`src/rtl/add_result_stage.sv`:
```
// Result stage behind the 8-bit operand adder: derives result/C/Z/N/V and buffers them in a 2-entry FIFO.
// Optional build macro ADD_SAT_EN selects unsigned saturation (carry -> 8'hFF); default build wraps.
module add_result_stage (
  input  logic        clk,
  input  logic        rst_n,
  input  logic        in_valid,
  output logic        in_ready,
  input  logic [8:0]  sum_in,
  input  logic        a_msb,
  input  logic        b_msb,
  output logic        out_valid,
  input  logic        out_ready,
  output logic [7:0]  result,
  output logic        flag_c,
  output logic        flag_z,
  output logic        flag_n,
  output logic        flag_v,
  output logic [15:0] res_count
);

  typedef enum logic [1:0] {
    EMPTY = 2'd0,
    ONE   = 2'd1,
    FULL  = 2'd2
  } state_e;

  state_e       state_q, state_d;
  logic [11:0]  head_q, head_d;
  logic [11:0]  tail_q, tail_d;
  logic [15:0]  cnt_q, cnt_d;
  logic [11:0]  new_entry;
  logic         push;
  logic         pop;

  function automatic logic [7:0] sat_result(input logic [8:0] sum);
`ifdef ADD_SAT_EN
    sat_result = sum[8] ? 8'hFF : sum[7:0];
`else
    sat_result = sum[7:0];
`endif
  endfunction

  // Entry layout {result[7:0], c, z, n, v}; overflow uses the raw sum bit 7, not the saturated one.
  function automatic logic [11:0] make_entry(input logic [8:0] sum, input logic am, input logic bm);
    logic [7:0] res;
    logic       c, z, n, v;
    res = sat_result(sum);
    c   = sum[8];
    z   = (res == 8'h00);
    n   = res[7];
    v   = (am == bm) && (sum[7] != am);
    make_entry = {res, c, z, n, v};
  endfunction

  assign new_entry = make_entry(sum_in, a_msb, b_msb);
  assign in_ready  = (state_q != FULL);
  assign out_valid = (state_q != EMPTY);
  assign push      = in_valid && in_ready;
  assign pop       = out_valid && out_ready;

  always_comb begin
    state_d = state_q;
    head_d  = head_q;
    tail_d  = tail_q;
    cnt_d   = push ? cnt_q + 16'd1 : cnt_q;
    case (state_q)
      EMPTY: begin
        if (push) begin
          head_d  = new_entry;
          state_d = ONE;
        end
      end
      ONE: begin
        if (push && pop) begin
          head_d = new_entry;
        end else if (push) begin
          tail_d  = new_entry;
          state_d = FULL;
        end else if (pop) begin
          state_d = EMPTY;
        end
      end
      FULL: begin
        if (pop) begin
          head_d  = tail_q;
          state_d = ONE;
        end
      end
      default: state_d = EMPTY;
    endcase
  end

  always_ff @(posedge clk or negedge rst_n) begin
    if (!rst_n) begin
      state_q <= EMPTY;
      head_q  <= 12'd0;
      tail_q  <= 12'd0;
      cnt_q   <= 16'd0;
    end else begin
      state_q <= state_d;
      head_q  <= head_d;
      tail_q  <= tail_d;
      cnt_q   <= cnt_d;
    end
  end

  // Head register drives the outputs directly, so they hold their last value once the queue drains.
  assign result    = head_q[11:4];
  assign flag_c    = head_q[3];
  assign flag_z    = head_q[2];
  assign flag_n    = head_q[1];
  assign flag_v    = head_q[0];
  assign res_count = cnt_q;

endmodule

```
`config.mk`:
```
export PLATFORM = sky130hd
export DESIGN_NAME = add_result_stage
export DESIGN_NICKNAME = d
export VERILOG_FILES = /design/src/rtl/add_result_stage.sv
export SDC_FILE = /design/constraint.sdc
export NUM_CORES = 1
export LEC_CHECK = 0
export CORE_ASPECT_RATIO = 0.5
export CORE_MARGIN = 3
export CORE_UTILIZATION = 44
export DETAILED_ROUTE_END_ITERATION = 12
export GPL_TIMING_DRIVEN = 0
export PLACE_DENSITY = 0.85
export SLEW_MARGIN = 20
export SYNTH_ARGS = -nofsm -noshare
export SYNTH_HDL_FRONTEND = slang
export SYNTH_SLANG_ARGS = --single-unit
```
`constraint.sdc`:
```
create_clock -name clk -period 1.45 [get_ports clk]
set_input_delay 0.2175 -clock clk [delete_from_list [all_inputs] [get_ports clk]]
set_output_delay 0.2175 -clock clk [all_outputs]
set_load 0.01 [all_outputs]
```
## Word-level counts from Yosys, hierarchy flattened

Index checks and enable logic that the tools add are counted.

- Logic and storage cells: 37
- Register bits after elaboration: 42
- Output and inout port bits: 30
- Input bits: 15

- Bitwise logic cells: 1
- Multiplexer cells: 10
- Reduce and logical (&&, ||, !) cells: 11
- Add/sub/neg operators: 1
- Eq/ne operators: 10

Operators by type and width:

| operator | count |
|---|---|
| $mux 12 | 3 |
| $pmux 12 s3 | 1 |
| $add 16x1->16 const B | 1 |
| $mux 2 | 5 |
| $ne 2x2->1 const B | 5 |
| $logic_not 8->1 | 1 |
| $reduce_and 4->1 | 2 |
| $pmux 2 s3 | 1 |
| $logic_and 1x1->1 | 4 |
| $ne 3x3->1 const B | 1 |
| $reduce_and 3->1 | 1 |
| $reduce_bool 3->1 | 1 |
| $eq 2x1->1 const B | 1 |
| $eq 2x2->1 const B | 1 |
| $logic_not 2->1 | 1 |
| $reduce_bool 2->1 | 1 |
| $eq 1x1->1 | 1 |
| $ne 1x1->1 | 1 |
| $not 1->1 | 1 |

## Longest topological paths before layout

- Depth in word-level cells: 6
- Gate-level depth with buffers: 6
- Mapped depth without buffers: 5

## Least setup slack after synthesis

Ideal clock, no wire load.

- Path type: register to register
- Start: register cnt_q[0], in the netlist res_count[0]
- End: register cnt_q[10], in the netlist res_count[10]
- Path buffers: 0
- Setup slack: 18 ps
- Arrival time: 1353 ps
- Stages on the path, launching flop included: 6
- Period minus slack after synthesis: 1432 ps
- Setup time: 79 ps
- Cell sequence: dfrtp_1 ha_1 nand4_1 nor3_4 and3_1 xor2_1

- Cells in the longest elaborated chain, start to end: 1

Ends and longest elaborated chain:

| item | RTL line | RTL |
|---|---|---|
| from (decl) | 30 | `logic [15:0] cnt_q, cnt_d;` |
| from (signal assigned) | 103 | `cnt_q <= cnt_d;` |
| $add 16x1->16 | 65 | `cnt_d = push ? cnt_q + 16'd1 : cnt_q;` |

Every way passes these cells.
A chain may end at the register's enable or synchronous reset.

## Worst setup path after layout

Ends and elaborated chain as after synthesis.

==> reports/qor.csv <==
stage,metric,value,unit
grt,met3_usage,0.0559,
logic_synthesis,post_synth_instance_area,0.00179,mm^2
worst_setup_path,cp-startpoint,res_count[0]$_DFFE_PN0P_,
grt,overflow,0,
logic_synthesis,ys_ff_latch,40,
clocking,clk_latency,0.30,ns
cells_and_area,drive_gt1_frac,0.288,
cells_and_area,diodes,0,
min_path,hold_path_class,input port to asynchronous set/reset pin,
logic_synthesis,yosysMostFrequentCell,dfrtp_1,
power_and_ir_drop,vdd_drop_max,0.742,mV
place,portBuffers,44,
grt,first_global_vias,1499,
logic_synthesis,synth_top_area_frac,0.558,
grt,grt_pass1_wl,6.98,mm
drt,drt_iter0_drc,82,
run,max-cap-violations,0,
grt,grt_max_degree,28,
place,dp_hpwl,2.84,mm
sta,rsz0062_at_grt,true,
place,globalplace.congestion,0.743,
drt,finalWirelength,4.76,mm
cells_and_area,final_cells,294,
grt,use_met2,0.357,
clocking,cts_root_buffer,clkbuf_8,
logic_synthesis,synth-edff-count,0,
sta,tns,-0.921,ns
logic_synthesis,synth_cells,166,
worst_setup_path,worst_ep_arrival_time,1.85,ns
drt,routed-via-count,1556,
logic_synthesis,synthTopCellsByCount,"dfrtp_1, nand2_1, nor2_1",
sta,max_freq,612,MHz
worst_setup_path,cp-start-kind,flop,
place,placed_area,0.00231,mm^2
worst_setup_path,r2r-start,res_count[0]$_DFFE_PN0P_,
worst_setup_path,required,1.67,ns
power_and_ir_drop,p_leak,1.33,nW
worst_setup_path,critical_path_class,flop to flop,
worst_setup_path,rrSetupSlack,-0.18,ns
clocking,clock_path_buffers,2,
floorplanning,rows,15,
grt,antenna_found_initial,0,
sta,timing.final.hold_violations,0,
sta,relSlewSlack,0.646,
floorplanning,start_util,0.490,
worst_setup_path,worstPathMaxFanout,5,
sta,clock_skew,0.00963,ns
drt,antenna_left,0,
power_and_ir_drop,p_total,3.78,mW
status,violations,setup timing,
logic_synthesis,ys_types,30,
floorplanning,die_area,0.00493,mm^2
drt,drc,0,
sta,slew_violations,0,
cells_and_area,fin_area,0.00272,mm^2
clocking,cts_buffers,5,
floorplanning,fp.dieW,96.3,um
cells_and_area,num-fill-cells,239,
grt,grtUsageTotal,0.193,
grt,met1_usage,0.209,
worst_setup_path,critPathCaptureType,flop,
clocking,cts_tree,yes,
clocking,cts_max_level,2,
sta,min_period_over_period,1.13,
logic_synthesis,synth_fp_nets,182,
cells_and_area,regArea,0.00100,mm^2
logic_synthesis,yosysSeqAreaShare,0.558,
drt,drtPass1Iterations,4,
floorplanning,core,0.00366,mm^2
cells_and_area,multi_input_area,827,um^2
status,status,"finished, violations left",
floorplanning,fp.dieH,51.2,um
logic_synthesis,yosysTopAreaCell,dfrtp_1,
cells_and_area,synthToLayoutAreaGrowth,51.3,%
cells_and_area,finalNetCount,259,
grt,busiest_layer,met2,
place,dp.cells,262,
logic_synthesis,dominantRegCellSynth,dfrtp_1,
power_and_ir_drop,power_density,1390,mW/mm^2
sta,fin_hold_ws,0.339,ns
drt,wl_per_cell,16.2,um
clocking,clock-sinks,40,
logic_synthesis,synthArstFlopShare,1.00,
sta,setup_viol,14,
drt,avgViaCountPerCell,5.29,
logic_synthesis,syn_area_per_cell,10.8,um^2
floorplanning,ios,45,
sta,tightest_slew,0.526,ns
logic_synthesis,yosys-top-cells-area,"dfrtp_1, mux2_2, nand2_1",
sta,timing.final.ws_setup,-0.183,ns
clocking,path_clk_slew,0.08,ns
sta,min_period,1.63,ns
logic_synthesis,yosys_warnings,0,
[per-layer routing]
layer  routed length (um)  part of all wire
met3                  298             0.063
met2                 2490              0.52
met4                  128             0.027
met1                 1840              0.39
met5                    0                 0
[kinds of logic after synthesis]
| logic type | Yosys count | share of synthesized area |
|---|---|---|
| simple gates | 71 | 0.201 |
| flops | 40 | 0.558 |
| buf+inv | 9 | 0.0293 |
| xor+xnor | 15 | 0.0732 |
| fa+ha+maj | 1 | 0.00697 |
| compound gates | 19 | 0.0628 |
| mux | 11 | 0.0690 |
[flip-flops by register name, indices dropped and copies added, names as in the netlist]
register	flops
tail_q	11
state_q	2
head_q	11
res_count	16
[final timing paths]
check | cells after the start | endpoint
hold / removal | 2 | res_count[13]$_DFFE_PN0P_
max in group asynchronous | 3 | state_q[0]$_DFFE_PN0P_
hold reg to reg | 1 | res_count[15]$_DFFE_PN0P_
setup reg to reg | 5 | res_count[10]$_DFFE_PN0P_
setup / recovery | 5 | res_count[10]$_DFFE_PN0P_
min in group clk | 1 | res_count[15]$_DFFE_PN0P_
[cells in the final DEF, fill, tap and decap left out, types with 2 or more instances in the layout]
cell	Yosys	routed
mux2_2	11	2
dfrtp_1	40	39
xnor2_1	10	9
buf_2	3	2
dlygate4sd2_1	0	10
nand2_2	0	2
a31oi_1	10	10
nand4_1	5	5
nand2_1	26	24
buf_4	2	24
clkdlybuf4s50_1	0	22
dlymetal6s2s_1	0	9
mux2_4	0	9
xor2_1	5	5
buf_6	1	5
a21oi_1	6	6
nor2_1	17	16
nand3_1	7	5
nand3_2	0	2
and3_1	3	3
buf_8	0	2
nor4_1	2	2
clkbuf_8	0	5
[final cells by class]
cell class / instances / area share
Buffer: 5 / 0.0180
Clock buffer: 6 / 0.0267
Clock inverter: 1 / 0.00184
Inverter: 2 / 0.00369
Multi-Input combinational cell: 117 / 0.305
Sequential cell: 40 / 0.369
Tap cell: 51 / 0.0235
Timing Repair Buffer: 72 / 0.253
[critical path, cell delays in order (launching register included)]
cell	delay, ns
dfrtp_1	0.41
ha_2	0.22
nand4_1	0.21
nor3_4	0.35
and3_1	0.21
xor2_1	0.15
[what timing repair did]
item | CTS | global route
setup buffers | 19 | 7
endpoints found under the hold margin | 13 | 0
setup endpoints to repair | 44 | 42
hold buffers | 1 | 0
resized for setup | 36 | 32
pin swaps | 6 | 5
[per-stage QoR]
stage,setup WS (ns),util
floorplan,0.0183,-
global placement,-0.762,0.628
detailed placement,-0.464,0.632
CTS,-0.0793,0.704
global route,-0.249,0.742
finish,-0.183,0.742
[report_power, final]
| group | switching (mW) | internal, mW | leakage, nW | total, mW |
|---|---|---|---|---|
| logic | 0.587 | 0.830 | 0.793 | 1.42 |
| registers | 0.234 | 1.42 | 0.493 | 1.65 |
| clock network | 0.383 | 0.327 | 0.0410 | 0.710 |
Note: power is estimated with default switching activity, not from simulation.
==> RTL change (config.mk and constraints unchanged) <==
Build with the macro `ADD_SAT_EN` defined.
--- a/src/rtl/add_result_stage.sv
+++ b/src/rtl/add_result_stage.sv
@@ -1,5 +1,7 @@
 // Result stage behind the 8-bit operand adder: derives result/C/Z/N/V and buffers them in a 2-entry FIFO.
 // Optional build macro ADD_SAT_EN selects unsigned saturation (carry -> 8'hFF); default build wraps.
+`define ADD_SAT_EN
+
 module add_result_stage (
   input  logic        clk,
   input  logic        rst_n,
Function: changed (Yosys sat finds a counterexample within 4 cycles, from zero or initial values and one cycle with rst_n low).
==> RTL change against the unedited design <==
The flow still finishes with violations (negative setup slack); sequential cell count unchanged; total power decreased by 6.5%; worst setup slack improved by 0.11 ns; clock skew decreased by 0.0025 ns; design area decreased by 2.3%; wire length decreased by 1.3%; die area increased by 2.0%; via count increased by 3.8%; first-iteration DRC count increased by 7.3%; combinational power decreased by 18%; area after synthesis increased by 2.2%; critical path depth increased by 2.
==> RTL change: results (changes against the unedited design) <==
[global_route]
grt_remaining_overflow=0  ; unchanged
grt_usage=0.195  ; +0.00211
grt_max_degree=30  ; +7.1%
grt_pass1_vias=1661  ; +11%
grt_pass1_wl_um=7740  ; +11%
antenna_found_initial=0  ; unchanged

[placement]
place.detailed.hpwl_um=2940  ; +3.6%
place_area_um2=2340  ; +1.2%
port_buffers=43  ; -2.3%
gp_congestion=0.767  ; +3.2%

[timing]
worst_clock_skew_ns=0.00713  ; -0.00249 ns
maxSlewHeadroom=0.699  ; +0.0528
tns_ns=-0.866  ; +0.0546 ns
finalSetupViolCount=18  ; +4
layout_setup_ws_ns=-0.0719  ; +0.111 ns

[drt]
met1_length_um=1950  ; +5.6%
vias_per_cell=5.28  ; -0.28%
first_iter_violations=88  ; +7.3%
drtPass1Iterations=4  ; unchanged
wl_met2_um=2450  ; -1.4%
dr_wl_met3_um=225  ; -24%
wl_per_cell_um=15.3  ; -5.2%
highest_layer=met4

[flow_run]
maxCapViolations=0  ; unchanged

[synthesis]
synth_area_leaders=dfrtp_1 (55%), nor2_1 (6.6%), xnor2_1 (6.2%), a21oi_1 (6.0%), nand2_1 (4.3%)
synthDistinctLibCells=32  ; +6.7%
synth_nets=201  ; +10%
yosysSeqAreaShare=0.546  ; -0.0118
async_reset_ff_frac=1.00  ; unchanged
synth_commonest_cells=dfrtp_1 (40), nor2_1 (32), a21oi_1 (22), nand2_1 (21), xnor2_1 (13)
yosys_warnings=0  ; unchanged
synth-main-ff-cell=dfrtp_1

[clocking]
path_clk_slew_ns=0.08  ; about the same
clock-root-buffer=clkbuf_8
htreeDepth=2  ; unchanged
clockBufferDepth=2  ; unchanged
cts_buffers=5  ; unchanged
clk_latency_ns=0.29

[cells_and_area]
nets=270  ; +4.2%
drive_above_1_share=0.208  ; -0.0802
antenna_cells=0  ; unchanged
post-route-util=0.718  ; -0.0241
largest_reg_flops=16  ; unchanged
fillerInstances=243  ; +1.7%

[setup_path]
arrival_ns=1.70  ; -0.15 ns
crit_fanout=6  ; +1

[hold_path]
hold_path_class=primary input to async pin

[power_and_ir_drop]
power_leakage_nw=1.26  ; -5.3%
peakVddDrop_mv=0.563  ; -24%

[run_status]
violations=negative setup slack
outcome=finished with violations

-- RTL change: cell types whose count changed after synthesis, sizes merged, moves of 3 or more --
cell	unedited run	this run
a21oi	6	22
nor2	17	32
xor2	5	2
a31oi	10	1
mux2i	0	3
nand2	26	21
mux2	11	3
xnor2	10	13
o21ai	1	8
-- RTL change: layer usage --
layer / vias up / track usage
met5: - / 0
met4: 0 / 0.0736
met3: 9 / 0.0469
met2: 55 / 0.362
met1: 795 / 0.224
li1: 756 / -
-- RTL change: path summary, 6_finish.rpt --
path | startpoint | endpoint | slack (ns) | cells past startpoint
hold / removal | rst_n | tail_q[6] | 0.35 | 2
min in group clk | in_valid | res_count[0] | 0.37 | 3
hold reg to reg | res_count[5] | res_count[5] | 0.49 | 1
setup / recovery | state_q[1] | head_q[4] | -0.07 | 7
max in group asynchronous | rst_n | res_count[2] | 0.64 | 3
setup reg to reg | state_q[1] | head_q[4] | -0.07 | 7
-- RTL change: repair_timing --
item                                    4_1_cts  5_1_grt
pin swaps                                     7        4
hold buffers                                  1        0
endpoints found under the setup margin       36       43
hold endpoints to repair                     11        0
buffers inserted                             17        1
resized for setup                            29       15
-- RTL change: worst max-delay path, cell delays in order, from the launching register on --
cell and delay [ns]:
dfrtp_1 0.38, buf_4 0.15, and2b_2 0.23, a22o_1 0.21, buf_6 0.14, buf_4 0.13, nor2_1 0.10, a21oi_1 0.05
-- RTL change: cells by family after synthesis --
| logic type | share of synthesized area |
|---|---|
| simple gates | 0.202 |
| flops | 0.546 |
| compound gates | 0.0935 |
| xor+xnor | 0.0717 |
| buf+inv | 0.0430 |
| mux | 0.0369 |
| fa+ha+maj | 0.00682 |
-- RTL change: layout make-up --
cell class | instances | share of cell area
Sequential cell | 40 | 0.378
Multi-Input combinational cell | 132 | 0.294
Timing Repair Buffer | 63 | 0.236
Clock buffer | 6 | 0.0311
Buffer | 8 | 0.0264
Tap cell | 51 | 0.0240
Inverter | 4 | 0.00660
Clock inverter | 2 | 0.00377
-- RTL change: power by group --
part	total, mW	internal [mW]	switching, mW
clock network	0.771	0.380	0.391
registers	1.60	1.39	0.215
logic	1.16	0.607	0.552
total	3.53	2.37	1.16
-- RTL change: metrics by stage --
step | total power [mW] | setup slack, ns | hold WS [ns] | instances
after floorplan | 2.14 | 0.00274 | -0.0781 | 185
after global placement | 2.64 | -0.739 | 0.461 | 279
after detailed placement | 2.70 | -0.526 | 0.123 | 280
after CTS | 3.50 | -0.0608 | 0.350 | 306
after global routing | 3.74 | -0.179 | 0.376 | 306
final | 3.53 | -0.0719 | 0.349 | 306
